--- src/rtl/dclk_rx_pkg.sv ---
// Shared types and sizing for the serial link receiver.
package dclk_rx_pkg;

  // Flit field widths; the flit is header + payload + address.
  localparam int unsigned HDR_SZ  = 2;
  localparam int unsigned PL_SZ   = 4;
  localparam int unsigned ADDR_SZ = 2;
  localparam int unsigned FLIT_W  = HDR_SZ + PL_SZ + ADDR_SZ;

  // Receiver states, shared with router-level assertions.
  typedef enum logic [1:0] {
    RX_IDLE = 2'd0,
    RX_RECV = 2'd1,
    RX_HOLD = 2'd2
  } rx_state_e;

  // Bit counter width: one spare bit so the count never wraps inside a frame.
  function automatic int unsigned rx_cnt_width(input int unsigned w);
    return $clog2(w) + 1;
  endfunction

endpackage

--- src/rtl/dclk_rx_sync2.sv ---
// Two-flop synchroniser for an asynchronous single-bit input.
module sync2 (
  input  logic clk,
  input  logic reset,
  input  logic d,
  output logic q
);

  logic s1;

  // Capture the async input and let the first stage settle for one cycle.
  always_ff @(posedge clk or posedge reset) begin
    if (reset) begin
      s1 <= 1'b0;
      q  <= 1'b0;
    end else begin
      s1 <= d;
      q  <= s1;
    end
  end

endmodule

--- src/rtl/dclk_rx.sv ---
// Serial link receiver: synchronises the line, deserialises one flit LSB
// first after a start bit, and offers it to the router with rx_req/rx_ack.
// channel_busy throttles the far transmitter from start detection until
// the flit has been accepted.
module dclk_rx
  import dclk_rx_pkg::*;
#(
  parameter int routerid = -1,
  parameter     port     = "unknown"
) (
  input  logic              clk,
  input  logic              reset,
  input  logic              serial_in,
  output logic              channel_busy,
  output logic [FLIT_W-1:0] parallel_out,
  output logic              rx_req,
  input  logic              rx_ack,
  output logic              rx_active,
  output logic              rx_err
);

  localparam int unsigned W     = FLIT_W;
  localparam int unsigned CNT_W = rx_cnt_width(W);

  rx_state_e        state_q;
  rx_state_e        state_d;
  logic             s2;
  logic             s2_q;
  logic [W-1:0]     shreg;
  logic [W-1:0]     shreg_nxt;
  logic [CNT_W-1:0] cnt;
  logic             start;
  logic             last_bit;
  logic             take;
  logic             err_set;

  // Debug identifiers and the LSB that falls out of the shifter have no
  // hardware consumer.
  logic unused_dbg;
  assign unused_dbg = (routerid > -1) ^ (|port) ^ shreg[0];

  sync2 u_sync (
    .clk   (clk),
    .reset (reset),
    .d     (serial_in),
    .q     (s2)
  );

  // State register.
  always_ff @(posedge clk or posedge reset) begin
    if (reset) begin
      state_q <= RX_IDLE;
    end else begin
      state_q <= state_d;
    end
  end

  // Next-state decode and per-cycle actions.
  // A start bit is accepted only as a fresh 0->1 edge on the synchronised
  // line, so a 1 left over from an illegal early start (seen during HOLD)
  // is flagged once and then ignored until the line drops back to 0.
  always_comb begin
    state_d   = state_q;
    start     = 1'b0;
    last_bit  = 1'b0;
    take      = 1'b0;
    err_set   = 1'b0;
    shreg_nxt = {s2, shreg[W-1:1]};
    case (state_q)
      RX_IDLE: begin
        if (s2) begin
          if (!s2_q) begin
            start   = 1'b1;
            state_d = RX_RECV;
          end else begin
            err_set = 1'b1;
          end
        end
      end
      RX_RECV: begin
        if (cnt == CNT_W'(W - 1)) begin
          last_bit = 1'b1;
          state_d  = RX_HOLD;
        end
      end
      RX_HOLD: begin
        if (s2 && !s2_q) begin
          err_set = 1'b1;
        end
        if (rx_ack) begin
          take    = 1'b1;
          state_d = RX_IDLE;
        end
      end
      default: begin
        state_d = RX_IDLE;
      end
    endcase
  end

  // Shifter, bit counter, edge history and registered handshake outputs.
  always_ff @(posedge clk or posedge reset) begin
    if (reset) begin
      s2_q         <= 1'b0;
      shreg        <= '0;
      cnt          <= '0;
      parallel_out <= '0;
      rx_req       <= 1'b0;
      channel_busy <= 1'b0;
      rx_active    <= 1'b0;
      rx_err       <= 1'b0;
    end else begin
      s2_q <= s2;
      if (err_set) begin
        rx_err <= 1'b1;
      end
      if (start) begin
        cnt          <= '0;
        channel_busy <= 1'b1;
        rx_active    <= 1'b1;
      end
      if (state_q == RX_RECV) begin
        shreg <= shreg_nxt;
        cnt   <= cnt + CNT_W'(1);
      end
      if (last_bit) begin
        parallel_out <= shreg_nxt;
        rx_req       <= 1'b1;
        rx_active    <= 1'b0;
      end
      if (take) begin
        rx_req       <= 1'b0;
        channel_busy <= 1'b0;
      end
    end
  end

endmodule

--- config.mk ---
export PLATFORM = sky130hd
export DESIGN_NAME = dclk_rx
export DESIGN_NICKNAME = d
export VERILOG_FILES = /design/src/rtl/dclk_rx_pkg.sv /design/src/rtl/dclk_rx_sync2.sv /design/src/rtl/dclk_rx.sv
export SDC_FILE = /design/constraint.sdc
export NUM_CORES = 1
export LEC_CHECK = 0
export ABC_AREA = 1
export CAP_MARGIN = 10
export CORE_UTILIZATION = 52
export DETAILED_ROUTE_END_ITERATION = 6
export GPL_ROUTABILITY_DRIVEN = 0
export PLACE_DENSITY = 0.82
export REMOVE_ABC_BUFFERS = 1
export SYNTH_ARGS = -nofsm -noshare
export SYNTH_HDL_FRONTEND = slang
export SYNTH_SLANG_ARGS = --single-unit
--- constraint.sdc ---
create_clock -name clk -period 1.4 [get_ports clk]
set_clock_uncertainty 0.15 [all_clocks]
set_input_delay 0.14 -clock clk [delete_from_list [all_inputs] [get_ports clk]]
set_output_delay 0.14 -clock clk [all_outputs]
set_load 0.05 [all_outputs]
---- Yosys cells after proc, flatten, opt, wreduce, memory -nomap -nowiden ----
Cells that the tools add are included.
storage, ports and cells
  register bits after elaboration ......... 29
  bits of input ports ..................... 4
  output and inout port bits .............. 12
cells by class
  multiplexer cells ....................... 23
  equal/unequal tests ..................... 7
  add/subtract/negate cells ............... 1
  reduce and logical (&&, ||, !) cells .... 8
operators with widths
  kind                 count
  $mux 1               15
  $mux 2               4
  $mux 4               2
  $reduce_bool 2->1    4
  $ne 2x2->1 const B   3
  $pmux 2 s3           1
  $add 4x1->4 const B  1
  $eq 4x3->1 const B   1
  $reduce_and 4->1     1
  $eq 2x1->1 const B   1
  $eq 2x2->1 const B   1
  $logic_not 2->1      1
  $ne 2x1->1 const B   1
  $pmux 1 s2           1
  $logic_and 1x1->1    1
  $logic_not 1->1      1

---- Logic depth before layout (Yosys ltp) ----
Gate-level depths: netlist of the first run.
  depth in word-level cells ............... 5
  mapped depth ............................ 7
  gate-level depth less buffers ........... 6

---- Cells and area by module ----
A second synthesis of the first run with hierarchy kept.
unflattened totals
  cells, all modules ...................... 120
  area, all modules ....................... 1163.6 um2
by module, submodules not included
  module   times used  cells each  area an instance (um2)
  dclk_rx  1           117         1109.8
  sync2    1           3           53.8

---- Least setup slack after synthesis of the first run ----
Ideal clock, no wire load.
  path type ............................... register -> register
  from .................................... reg cnt[0]
  to ...................................... reg rx_active
  setup time .............................. 0.122 ns
  data required time ...................... 1.128 ns
  path slack .............................. 0.105 ns
  data arrival time ....................... 1.023 ns
  stages on the path, launching flop included .. 8
  cell sequence ........................... dfrtp_1 ha_1 nand2_1 nor2_4 nand2_2 buf_6 nand2_1 nand2_1
between the ends
  cells in the longest elaborated chain, start to end .. 4
RTL lines
  item                                                RTL line        text
  start: declaration                                  dclk_rx.sv:31   logic [CNT_W-1:0] cnt;
  start signal: assignment                            dclk_rx.sv:124  cnt <= cnt + CNT_W'(1);
  $eq 4x3->1 *                                        dclk_rx.sv:81   if (cnt == CNT_W'(W - 1)) begin
  $mux 1 *                                            dclk_rx.sv:81
  $mux 1 *                                            dclk_rx.sv:69   case (state_q)
  $mux 1 / $reduce_bool 2->1 (equally long branches)  n/a
  end signal: assignment                              dclk_rx.sv:110  rx_active <= 1'b0;
  end signal: assignment                              dclk_rx.sv:120  rx_active <= 1'b1;
  end signal: assignment                              dclk_rx.sv:129  rx_active <= 1'b0;
  end: declaration                                    dclk_rx.sv:18   output logic rx_active,
Every way passes the cells marked *; elsewhere a longest branch is shown, timed or not.
A chain may end at the register's enable or synchronous reset.

---- Final worst setup path of the first run ----
  from .................................... reg state_q[1]
  to ...................................... reg cnt[3]
between the ends
  cells in the longest elaborated chain, start to end .. 3
RTL lines
  item                                RTL line       text
  start: declaration                  dclk_rx.sv:25  rx_state_e state_q;
  start signal: assignment            dclk_rx.sv:54  state_q <= state_d;
  $logic_not 2->1                     dclk_rx.sv:69
  $mux 1                              dclk_rx.sv:69
  $reduce_bool 2->1 (no source line)  n/a
Parallel ways exist; a longest one is shown, timed or not.

==> results of run 1 <==
-- worst min-delay path by stage --
stage / cells past startpoint / endpoint
global placement: 0 / u_sync.q
finish: 3 / state_q[1]
CTS: 3 / state_q[1]
global route: 3 / state_q[1]
floorplan: 0 / u_sync.s1
detailed placement: 0 / u_sync.q
-- worst min-delay path: stages --
cell and delay, ns:
clkdlybuf4s50_1 0.40, inv_1 0.05, buf_4 0.31
-- registers in the layout, summed over array words and instances (netlist names) --
| signal | flops |
|---|---|
| parallel_out | 8 |
| rx_req | 1 |
| rx_err | 1 |
| rx_active | 1 |
| cnt | 4 |
| shreg | 7 |
| u_sync.s1 | 1 |
| state_q | 2 |
| s2_q | 1 |
| u_sync.q | 1 |
| channel_busy | 1 |
-- kinds of logic (layout without fill, tap and decap cells) --
| kind of cell | count (synthesis) | in the layout |
|---|---|---|
| flip-flops | 28 | 28 |
| buffers and inverters | 10 | 31 |
| AO/OA/AOI/OAI | 5 | 5 |
| adder cells (fa/ha/maj) | 1 | 1 |
| AND/OR/NAND/NOR | 74 | 75 |
-- timing repair --
action | in CTS | in global routing
resized for setup | 1 | 5
setup buffers | 0 | 1
endpoints found under the setup margin | 10 | 11
pin swaps | 0 | 1
hold buffers | 0 | 0
cloned | 0 | 1
-- metrics by stage --
stage	setup WS, ns	cells	utilization [%]	hold slack, ns
floorplan	0.0998	116	-	0.0214
global placement	0.0502	161	72.2	0.186
detailed placement	-0.00673	161	72.2	0.187
CTS	0.0236	165	75.1	0.0160
global route	-0.0108	167	77.0	0.0460
finish	0.0668	167	77.0	0.00934
-- power by group --
part           internal, W  switching [W]  leakage, nW
combinational     0.000869        0.00106        0.413
sequential         0.00111       0.000324        0.343
clock             0.000289       0.000230       0.0279
total              0.00227        0.00162        0.784
-- metal layers --
| layer | vias up | track usage, % | wire length (microns) |
|---|---|---|---|
| li1 | 419 | - | - |
| met1 | 402 | 26.8 | 890 |
| met2 | 16 | 33.6 | 1060 |
| met3 | 2 | 4.40 | 65 |
| met4 | 0 | 6.37 | 7 |
| met5 | - | 0 | 0 |
-- synthesized netlist by cell type --
| cell | count | area, sq um |
|---|---|---|
| nand2_1 | 52 | 195 |
| dfrtp_1 | 28 | 701 |
| nand3_1 | 10 | 50.1 |
| inv_1 | 6 | 22.5 |
| nand2_2 | 2 | 12.5 |
| nor2_1 | 2 | 7.51 |
| nor2_4 | 2 | 22.5 |
| o21ai_0 | 2 | 10.0 |
| or2_2 | 2 | 12.5 |
| a21oi_1 | 1 | 5.00 |
| a21oi_4 | 1 | 16.3 |
| and3_1 | 1 | 6.26 |
| buf_4 | 1 | 7.51 |
| buf_6 | 1 | 11.3 |
| ha_1 | 1 | 12.5 |
| inv_2 | 1 | 3.75 |
| inv_6 | 1 | 8.76 |
| nand2_4 | 1 | 11.3 |
| nand3b_1 | 1 | 7.51 |
| nand4_1 | 1 | 6.26 |
| o31ai_1 | 1 | 7.51 |
-- final cells by class --
type	count	area (sq um)
clock inverters	1	30.0
fillers	124	460
inverters	8	35.0
well taps	27	33.8
repair buffers	19	300
clock buffers	3	22.5
flip-flops and latches	28	701
multi-input cells	81	419
==> summary.md, run 1 <==
| Metric | Value |
|---|---|
| Post-Synth Simple-Gate Area | `around 29%` |
| Die Height | `48.8 microns` |
| DRT iter0 DRCs | `17` |
| Post-synthesis average cell area | `around 9.6 sq um` |
| Mapped Area | `roughly 1100 sq um` |
| Max Root-Sink Buffers | `2` |
| Cell Area, Placed | `1450 sq um` |
| Fin nets | `146` |
| Die Area | `around 2400 sq um` |
| Clock root cell | `clkbuf_4` |
| Hold crit path type | `in2async` |
| Compound-Gate Fraction of Synth Area | `approximately 3.4%` |
| Crit path time final | `between 1 and 1.5 ns` |
| Critical path depth in cells | `6` |
| WS Path Type | `reg2reg` |
| Syn Inst Count | `between 100 and 150` |
| Die X | `a little under 50 microns` |
| I/O Buffers | `15` |
| Pin count of the biggest net entering global routing | `29` |
| Crit-path max FO | `16` |
| Total CTS buffers | `3` |
| Vias in the first global route | `approximately 800` |
| Vias/cell | `roughly 5.0` |
| Most common cell after layout, fill and taps aside | `nand2_1` |
| Reg2Reg Capture Point | `cnt[3]` |
| Critical Path RT | `roughly 1.5 ns` |
| Worst R2R Path Depth | `6` |
| CP Cell Sequence | `inv_2 -> nand2_4 -> inv_6 -> buf_4 -> nand3_1 -> nand2_1` |
| Status | `completed` |
| Post-DRT Antenna Nets | `0` |
| Setup crit start | `state_q[1]` |
| Netlist cell types | `21` |
| Cell family with most CP delay | `flip-flops` |
| Final worst-path cycle share | `a little over nine tenths` |
| Worst-Margin Slew | `0.336 ns` |
| DR pass1 iterations | `6` |
| Setup violators final | `0` |
| Post-DR wirelength/cell | `12.1 microns` |
| Worst Setup Start Kind | `flop` |
| Maximum vdd ir drop | `roughly 1.8 mV` |
| Vias post-DR | `839` |
| CP Buf/Inv Count | `3` |
| Fmax | `about 750 MHz` |
| I/O pin total | `16` |
| Core Box Area | `approximately 2000 sq um` |
| CP max stage delay | `between 0.4 and 0.5 ns` |
| Synth Area in Adders | `1.10%` |
| Remaining Overflow, GRT | `0` |
| Max Slew Vio Count | `0` |
| Design area | `1540 sq um` |
| Leakage | `~0.78 nW` |
| Share of layout cells above drive strength 1 | `24.3%` |
| Power density cells | `approximately 2500 nW/um^2` |
| Clock latency at the later pin of the worst-skew pair | `between 0.3 and 0.4 ns` |
| Initial core utilization | `approximately 57%` |
| Overall Global Routing Usage | `a little over 20%` |
| Detailed placer's ending HPWL | `approximately 1400 microns` |
| Residual DRC count | `0` |
| Maxcap violations | `0` |
| First-pass GRT wire length | `3630 microns` |
| Row count | `16` |
| Clk sinks | `28` |
| CTS tree | `done` |
| Power Total | `0.00388 W` |
| Setup TNS | `0 ns` |
| Initial antenna violation count | `0` |
| Critical path endpoint | `cnt[3]` |
| Xor and xnor area share after synthesis | `0%` |
| R2r setup slk | `0.07 ns` |
| Final hold vios | `0` |
| Flops & latches, synth | `28` |
| Ant diodes | `0` |
| Area delta synth->final | `35.5%` |
| Warnings, synthesis | `0` |
| Worst rel slew slack | `between 70% and 80%` |
| Critical-path cell with the highest stage delay | `dfrtp_1` |
| CP Capture Type | `flop` |
| Htree depth | `1` |
| Mux contribution to synthesized area | `0%` |
| Largest family of logic cells by synthesized area | `simple AND/OR/NAND/NOR gates` |
| Reg-to-Reg Start | `state_q[1]` |
| Post-Route WL | `just over 2000 microns` |
| Most frequent cells in the layout | `nand2_1 (51), dfrtp_1 (28), buf_12 (12)` |
| CTS clk-pin slew, worst paths | `0.15 ns` |
| Sequential-to-total area share from yosys stat | `between 60 and 70%` |
| CP arrival | `about 1.5 ns` |
No activity file was read; power rests on OpenSTA's default activity.
==> run 2: changes to the inputs <==
--- a/config.mk
+++ b/config.mk
@@ -7,10 +7,11 @@
 export LEC_CHECK = 0
 export ABC_AREA = 1
 export CAP_MARGIN = 10
-export CORE_UTILIZATION = 52
+export CORE_UTILIZATION = 56
+export CTS_CLUSTER_SIZE = 14
 export DETAILED_ROUTE_END_ITERATION = 6
 export GPL_ROUTABILITY_DRIVEN = 0
-export PLACE_DENSITY = 0.82
+export PLACE_DENSITY = 0.87
 export REMOVE_ABC_BUFFERS = 1
 export SYNTH_ARGS = -nofsm -noshare
 export SYNTH_HDL_FRONTEND = slang
==> constraint.sdc (replaced) <==
create_clock -name clk -period 1.65 [get_ports clk]
set_clock_uncertainty 0.15 [all_clocks]
set_input_delay 0.165 -clock clk [delete_from_list [all_inputs] [get_ports clk]]
set_output_delay 0.165 -clock clk [all_outputs]
set_load 0.05 [all_outputs]
==> summary.md, run 2 (same netlist as run 1, synthesis figures left out) <==
| Metric | Value |
|---|---|
| Status | `completed` |
| CP max stage delay | `0.43 ns (-0.02 ns)` |
| WS Path Type | `reg2reg` |
| Die X | `47.1 microns (-3.5%)` |
| Power Total | `0.00271 W (-30%)` |
| Vias/cell | `5.02 (about the same)` |
| Worst hold slack | `0.0229 ns (+0.0136 ns)` |
| Post-Route WL | `1880 microns (-7.4%)` |
| Die Height | `47.1 microns (-3.5%)` |
| Total CTS buffers | `3 (unchanged)` |
| Leakage | `0.695 nW (-11%)` |
| Worst rel slew slack | `77.3% (-0.25 points)` |
| Hold crit path type | `in2async` |
| Final worst-path cycle share | `88.1% (-7.1 points)` |
| Htree depth | `1 (unchanged)` |
| Post-DR wirelength/cell | `11.7 microns (-4.0%)` |
| Post-CTS Hold Buffers | `0 (unchanged)` |
| Fin nets | `142 (-2.7%)` |
| RSZ-0062 raised after global routing | `no` |
| Pin count of the biggest net entering global routing | `29 (unchanged)` |
| Worst-Margin Slew | `0.340 ns (+0.00377 ns)` |
| Reg with most FFs | `parallel_out` |
| Final hold vios | `0 (unchanged)` |
| Power density cells | `2060 nW/um^2 (-18%)` |
| DR pass1 iterations | `4 (-2)` |
| Overall Global Routing Usage | `20.4% (+0.079 points)` |
| Setup Fix Bufs, Post-CTS | `0 (unchanged)` |
| First-pass GRT wire length | `3040 microns (-16%)` |
| Area delta synth->final | `15.5%` |
| Die Area | `2220 sq um (-6.9%)` |
| CP arrival | `1.54 ns (+0.08 ns)` |
| Most common cell after layout, fill and taps aside | `nand2_1` |
| Setup violators final | `0 (unchanged)` |
| CP Capture Type | `flop` |
| CP Buf/Inv Count | `0 (-3)` |
| Ant diodes | `0 (unchanged)` |
| Critical Path RT | `1.73 ns (+0.21 ns)` |
| Clock latency at the later pin of the worst-skew pair | `0.33 ns (about the same)` |
| Vias in the first global route | `703 (-14%)` |
| CP Cell Sequence | `ha_1 -> nand2_1 -> nor2_4 -> nand2_2 -> nand2_1 -> nand2_1` |
| Core Box Area | `1820 sq um (-9.1%)` |
| Residual DRC count | `0 (unchanged)` |
| Max Root-Sink Buffers | `2 (unchanged)` |
| Initial core utilization | `62.5% (+5.7 points)` |
| Clock root cell | `clkbuf_4` |
| Setup TNS | `0 ns (unchanged)` |
| CTS tree | `done` |
| CTS resizes | `0 (-1)` |
| Clk sinks | `28 (unchanged)` |
| Cell family with most CP delay | `simple AND/OR/NAND/NOR gates` |
| Vias post-DR | `809 (-3.6%)` |
| Share of layout cells above drive strength 1 | `19.9% (-4.4 points)` |
| Fmax | `688 MHz (-8.3%)` |
| Crit path time final | `1.45 ns (+0.121 ns)` |
| Remaining Overflow, GRT | `0 (unchanged)` |
| Critical-path cell with the highest stage delay | `dfrtp_1` |
| Row count | `15 (-1)` |
| Regs by FF count | `parallel_out (8), shreg (7), cnt (4)` |
| Post-DRT Antenna Nets | `0 (unchanged)` |
| Detailed placer's ending HPWL | `1350 microns (-6.7%)` |
| Maximum vdd ir drop | `1.27 mV (-28%)` |
| Worst Setup Start Kind | `flop` |
| Maxcap violations | `0 (unchanged)` |
| Crit-path max FO | `11 (-5)` |
| CTS clk-pin slew, worst paths | `0.14 ns (about the same)` |
| Most frequent cells in the layout | `nand2_1 (52), dfrtp_1 (28), buf_4 (13)` |
| Initial antenna violation count | `0 (unchanged)` |
| Cell repeated most along the worst path | `nand2_1` |
| Max FFs per register | `8 (unchanged)` |
| I/O Buffers | `15 (unchanged)` |
| DRT iter0 DRCs | `22 (+5)` |
| Max Slew Vio Count | `0 (unchanged)` |
| I/O pin total | `16 (unchanged)` |
[run 2: cell count changes in the layout (fill, tap and decap cells not counted)]
cell,previous run,this run
ha_4,1,0
buf_4,4,13
nand2_4,3,1
bufinv_16,1,0
nand3_2,1,0
ha_1,0,1
nand3_1,9,10
buf_12,12,0
clkbuf_8,0,1
nand2_1,51,52
[run 2: final cells by class]
type                            count  area (sq um)
Tap cell                           25          31.3
Fill cell                         127           507
Multi-Input combinational cell     80           383
Sequential cell                    28           701
Clock buffer                        4          36.3
Timing Repair Buffer               16           128
Inverter                            8          35.0
[run 2: worst min-delay path: stages]
cell and delay, ns:
clkdlybuf4s50_1 0.39, inv_1 0.05, buf_4 0.32
[run 2: metrics by stage]
step | util, % | worst slack, ns | cell area, sq um | cells
2_1_floorplan | - | 0.350 | 1120 | 116
3_3_place_gp | 70.2 | 0.267 | 1280 | 157
3_5_place_dp | 70.2 | 0.228 | 1280 | 157
4_1_cts | 72.2 | 0.190 | 1310 | 161
5_1_grt | 72.2 | 0.0959 | 1310 | 161
6_report | 72.2 | 0.196 | 1310 | 161
[run 2: where the power goes]
group | switching (W) | total, W | leakage, nW | internal, W
Sequential | 0.000200 | 0.00114 | 0.343 | 0.000942
Combinational | 0.000844 | 0.00123 | 0.332 | 0.000388
Clock | 0.000197 | 0.000332 | 0.0210 | 0.000135
Total | 0.00124 | 0.00271 | 0.695 | 0.00147
[run 2: path summary, 6_finish.rpt]
kind                       startpoint         endpoint  slack, ns  cells past startpoint
hold reg to reg             u_sync.s1         u_sync.q       0.23                      0
setup reg to reg               cnt[0]  parallel_out[4]       0.20                      6
setup / recovery               cnt[0]  parallel_out[4]       0.20                      6
hold / removal                  reset  parallel_out[1]       0.02                      3
max in group asynchronous       reset           cnt[0]       1.07                      3
min in group clk            serial_in        u_sync.s1       0.11                      1
[run 2: metal layers]
metal	GRT usage [%]	part of all wire, %	routed length (microns)
met3	4.62	2.8	52
met4	8.57	1.3	24
met2	33.3	50	934
met5	0	0	0
met1	26.3	46	865
==> run 3: changes to the inputs <==
--- a/config.mk
+++ b/config.mk
@@ -5,13 +5,12 @@
 export SDC_FILE = /design/constraint.sdc
 export NUM_CORES = 1
 export LEC_CHECK = 0
-export ABC_AREA = 1
 export CAP_MARGIN = 10
-export CORE_UTILIZATION = 56
+export CORE_UTILIZATION = 55
 export CTS_CLUSTER_SIZE = 14
 export DETAILED_ROUTE_END_ITERATION = 6
 export GPL_ROUTABILITY_DRIVEN = 0
-export PLACE_DENSITY = 0.87
+export PLACE_DENSITY = 0.86
 export REMOVE_ABC_BUFFERS = 1
 export SYNTH_ARGS = -nofsm -noshare
 export SYNTH_HDL_FRONTEND = slang
==> summary.md, run 3 <==
| Metric | Value |
|---|---|
| Max Root-Sink Buffers | `2 (unchanged)` |
| Status | `completed` |
| Warnings, synthesis | `0 (unchanged)` |
| CP max stage delay | `0.40 ns (-0.03 ns)` |
| Die Area | `2200 sq um (-0.83%)` |
| Final Util | `75.5% (+3.3 points)` |
| Reg with most FFs | `parallel_out` |
| CTS tree | `done` |
| Worst-Margin Slew | `0.414 ns (+0.0739 ns)` |
| Residual DRC count | `0 (unchanged)` |
| Vias post-DR | `676 (-16%)` |
| Total CTS buffers | `3 (unchanged)` |
| Clk sinks | `28 (unchanged)` |
| Vias in the first global route | `674 (-4.1%)` |
| CP arrival | `1.67 ns (+0.13 ns)` |
| Post-DR wirelength/cell | `13.7 microns (+17%)` |
| Syn Inst Count | `78 (-34%)` |
| FILL cells | `122 (-3.9%)` |
| Cell Area, Placed | `1280 sq um (+0.20%)` |
| Htree depth | `1 (unchanged)` |
| Detailed placer's ending HPWL | `1290 microns (-4.0%)` |
| Leakage | `0.641 nW (-7.9%)` |
| Netlist cell types | `23 (+9.5%)` |
| Fmax | `622 MHz (-9.6%)` |
| DRT iter0 DRCs | `1 (-95%)` |
| Gr busiest metal | `met2` |
| Post-synthesis average cell area | `14.2 sq um (+47%)` |
| Worst Setup Start Kind | `flop` |
| Ys async rst share | `100% (unchanged)` |
| Power density cells | `2030 nW/um^2 (-1.5%)` |
| Maximum vdd ir drop | `1.11 mV (-13%)` |
| Pin count of the biggest net entering global routing | `15 (-48%)` |
| Die X | `46.9 microns (-0.41%)` |
| Post-synth EDFFs | `0 (unchanged)` |
| Area delta synth->final | `22.8%` |
| Power Total | `0.00276 W (+2.0%)` |
| I/O pin total | `16 (unchanged)` |
| Core Box Area | `1800 sq um (-1.0%)` |
| Initial antenna violation count | `0 (unchanged)` |
| Crit path time final | `1.61 ns (+0.155 ns)` |
| Mapped Area | `1110 sq um (-2.6%)` |
| CP Cell Sequence | `ha_2 -> nand3b_1 -> nor3_2 -> buf_4 -> mux2_2` |
| Post-Route WL | `1770 microns (-5.9%)` |
| Clock root cell | `clkbuf_4` |
| Most frequent cells after synthesis | `dfrtp_1 (28), mux2_2 (16), nor2_1 (6)` |
| I/O Buffers | `15 (unchanged)` |
| Fin nets | `111 (-22%)` |
| Final worst-path cycle share | `97.5% (+9.4 points)` |
| Most frequent cells in the layout | `dfrtp_1 (28), buf_4 (21), mux2_2 (12)` |
| Setup violators final | `0 (unchanged)` |
| Design area | `1360 sq um (+3.5%)` |
| Ant diodes | `0 (unchanged)` |
| Leading area contributor after synthesis | `dfrtp_1` |
| Count leader, synth | `dfrtp_1` |
| Critical Path RT | `1.71 ns (-0.02 ns)` |
| Placed cell count | `121 (-23%)` |
| Max FFs per register | `8 (unchanged)` |
| Crit-path max FO | `5 (-6)` |
| DR pass1 iterations | `3 (-1)` |
| CP Capture Type | `flop` |
| Remaining Overflow, GRT | `0 (unchanged)` |
| CP Buf/Inv Count | `1 (+1)` |
| GR Util met3 | `3.46% (-1.2 points)` |
| Grt met2 use | `31.9% (-1.4 points)` |
| Row count | `15 (unchanged)` |
| Area share of the largest cell type after synthesis | `63.3% (+1.7 points)` |
| Most common cell after layout, fill and taps aside | `dfrtp_1` |
| RSZ-0062 raised after global routing | `yes` |
| CTS clk-pin slew, worst paths | `0.13 ns (about the same)` |
| Cell family with most CP delay | `flip-flops` |
| Synth area leaders | `dfrtp_1 (63%), mux2_2 (16%), o2bb2ai_1 (2.4%)` |
| Regs by FF count | `parallel_out (8), shreg (7), cnt (4)` |
| Final hold vios | `0 (unchanged)` |
| Clock latency at the later pin of the worst-skew pair | `0.31 ns (-0.02 ns)` |
| Vias/cell | `5.24 (+4.3%)` |
| Initial core utilization | `61.5% (-1.0 points)` |
| Worst rel slew slack | `72.1% (-5.2 points)` |
| Grt met1 use | `26.7% (+0.41 points)` |
| Die Height | `46.9 microns (-0.41%)` |
| Number of non-filler instances in the completed layout | `129 (-20%)` |
| Sequential-to-total area share from yosys stat | `63.3% (+1.7 points)` |
| WS Path Type | `reg2reg` |
| Max Slew Vio Count | `0 (unchanged)` |
| Maxcap violations | `0 (unchanged)` |
| Ys flop type | `dfrtp_1` |
| Critical-path cell with the highest stage delay | `dfrtp_1` |
| Flops & latches, synth | `28 (unchanged)` |
| Hold crit path type | `in2reg` |
| Post-DRT Antenna Nets | `0 (unchanged)` |
| Overall Global Routing Usage | `19.9% (-0.55 points)` |
| Share of layout cells above drive strength 1 | `43.3% (+23 points)` |
| First-pass GRT wire length | `2960 microns (-2.5%)` |
-- run 3: cell types whose count changed after synthesis, sizes merged, moves of 2 or more --
cell / delta
o2bb2ai: +3
mux2: +16
nand2: -55
nand3: -9
nor2: +3
inv: -4
mux2i: +2
or2: -2
nand2b: +2
-- run 3: routing by layer --
layer,vias up,routed length [microns]
met1,341,845
li1,323,-
met5,-,0
met4,0,11
met2,10,871
met3,2,38
-- run 3: path summary, 6_finish.rpt --
check / start / end / slack, ns / cells after the start
worst max-delay path: cnt[1] / parallel_out[4] / 0.04 / 5
worst min-delay path: serial_in / u_sync.s1 / 0.13 / 1
worst max register to register: cnt[1] / parallel_out[4] / 0.04 / 5
worst min register to register: u_sync.s1 / u_sync.q / 0.22 / 0
max in group asynchronous: reset / state_q[1] / 0.36 / 4
min in group asynchronous: reset / parallel_out[6] / 0.52 / 3
-- run 3: repair_timing --
action / 4_1_cts / 5_1_grt
setup buffers: 0 / 4
gates resized for setup: 0 / 5
setup endpoints to repair: 0 / 8
hold endpoints to repair: 8 / 0
hold buffers: 1 / 0
-- run 3: area by class of cell --
type | instances | area (sq um) | share of cell area (%)
clock buffers | 3 | 22.5 | 1.66
inverters | 4 | 15.0 | 1.10
multi-input cells | 44 | 393 | 28.9
flip-flops and latches | 28 | 701 | 51.5
well taps | 25 | 31.3 | 2.30
repair buffers | 25 | 198 | 14.5
-- run 3: stage by stage --
step                      worst slack [ns]  hold WS, ns  setup TNS [ns]
final                               0.0412        0.135               0
after detailed placement            0.0379        0.192               0
after global placement              0.0905        0.186               0
after CTS                          0.00445        0.126               0
after floorplan                    -0.0919       0.0464          -0.735
after global routing               -0.0570        0.121          -0.349
-- run 3: kinds of logic after synthesis --
| logic type | count (synthesis) | synth area share [%] |
|---|---|---|
| flops | 28 | 63.3 |
| mux | 18 | 18.1 |
| simple gates | 14 | 7.46 |
| compound gates | 10 | 6.44 |
| buf+inv | 6 | 2.82 |
| xor+xnor | 1 | 0.791 |
| fa+ha+maj | 1 | 1.13 |
-- run 3: power by group --
part           internal (W)  total, W  switching (W)
Sequential         0.000964   0.00116       0.000196
Clock             0.0000853  0.000256       0.000171
Combinational      0.000591   0.00134       0.000752
Total               0.00164   0.00276        0.00112
==> RTL change (settings of run 2) <==
The package constant `HDR_SZ` goes from 2 to 4.
--- a/src/rtl/dclk_rx_pkg.sv
+++ b/src/rtl/dclk_rx_pkg.sv
@@ -3,5 +3,5 @@
 
   // Flit field widths; the flit is header + payload + address.
-  localparam int unsigned HDR_SZ  = 2;
+  localparam int unsigned HDR_SZ  = 4;
   localparam int unsigned PL_SZ   = 4;
   localparam int unsigned ADDR_SZ = 2;
Interface: changed (resized parallel_out); port bits go from 16 to 18. No check against the original RTL was run, so the function may have changed too.
==> RTL change against run 2 <==
Area after synthesis is 25% higher. Routed wire length is 48% higher. Total power is 35% higher. Design area is 26% higher. Setup slack worse by 0.016 ns. Sequential cell count is 5 higher. Utilization is 0.17 points higher. Largest cell class unchanged. Largest power group unchanged.
==> RTL change: results (changes against run 2) <==
| Metric | Value |
|---|---|
| Worst VDD drop | `1.750 mV (was 1.273 mV)` |
| Status | `finished, final reports clean (unchanged)` |
| First-pass GRT wire length | `4547 um (was 3036 um)` |
| Hold WS | `0.05908 ns (was 0.02291 ns)` |
| Area contributors post-synth | `dfrtp_1, nand2_1, nand4_1 (was dfrtp_1, nand2_1, nand3_1)` |
| Pint | `2.041 mW (was 1.465 mW)` |
| GRT Total Usage | `0.2389 (was 0.2041)` |
| Metal2 WL | `1359 um (was 934 um)` |
| Via count | `1109 (was 809)` |
| Total CTS buffers | `5 (was 3)` |
| Static Leak | `0.8864 nW (was 0.6955 nW)` |
| Met3 usage | `0.05217 (was 0.04615)` |
| Worst Path Buf+Inv | `2 (was 0)` |
| Met1 GRT Util | `0.3054 (was 0.2633)` |
| Share of cells above drive strength 1 | `0.1792 (was 0.1985)` |
| I/O Buffers | `17 (was 15)` |
| Least-Margin Pin Slew | `0.4086 ns (was 0.3400 ns)` |
| Distinct cells, synth | `19 (was 21)` |
| Vias in the first global route | `1014 (was 703)` |
| Largest net degree at the start of global routing | `34 (was 29)` |
| Final worst setup slack | `0.1802 ns (was 0.1962 ns)` |
| M2 GR Usage | `0.3882 (was 0.3333)` |
| Register area share after synthesis | `0.5789 (was 0.6161)` |
| WL final | `2768 um (was 1876 um)` |
| Syn avg cell area | `9.323 um^2 (was 9.638 um^2)` |
| Detail Placement HPWL | `1891 um (was 1345 um)` |
| Layout fillers | `173 (was 127)` |
## RTL change: logic make-up after synthesis
group / share of synthesized area
flip-flops: 0.5789
AND/OR/NAND/NOR: 0.3114
adder cells (fa/ha/maj): 0.01754
AO/OA/AOI/OAI: 0.02193
buffers and inverters: 0.07017
## RTL change: timing repair
item	in CTS	in global routing
gates resized for setup	0	1
endpoints found under the setup margin	0	1
hold buffers	0	0
## RTL change: power groups by stage
stage               combinational [mW]  clock (mW)  sequential, mW
global route                      1.70       0.783            1.42
finish                            1.54       0.736            1.39
global placement                  1.48           0            1.37
CTS                               1.54       0.755            1.38
detailed placement                1.54           0            1.39
floorplan                        0.675           0            1.78
## RTL change: layout make-up
class | count | area [um^2] | area share
clock buffers | 5 | 37.54 | 0.02259
well taps | 28 | 35.03 | 0.02108
flip-flops and latches | 33 | 825.8 | 0.4970
inverters | 12 | 47.55 | 0.02861
multi-input cells | 101 | 500.5 | 0.3012
repair buffers | 19 | 150.1 | 0.09036
clock inverters | 3 | 65.06 | 0.03916
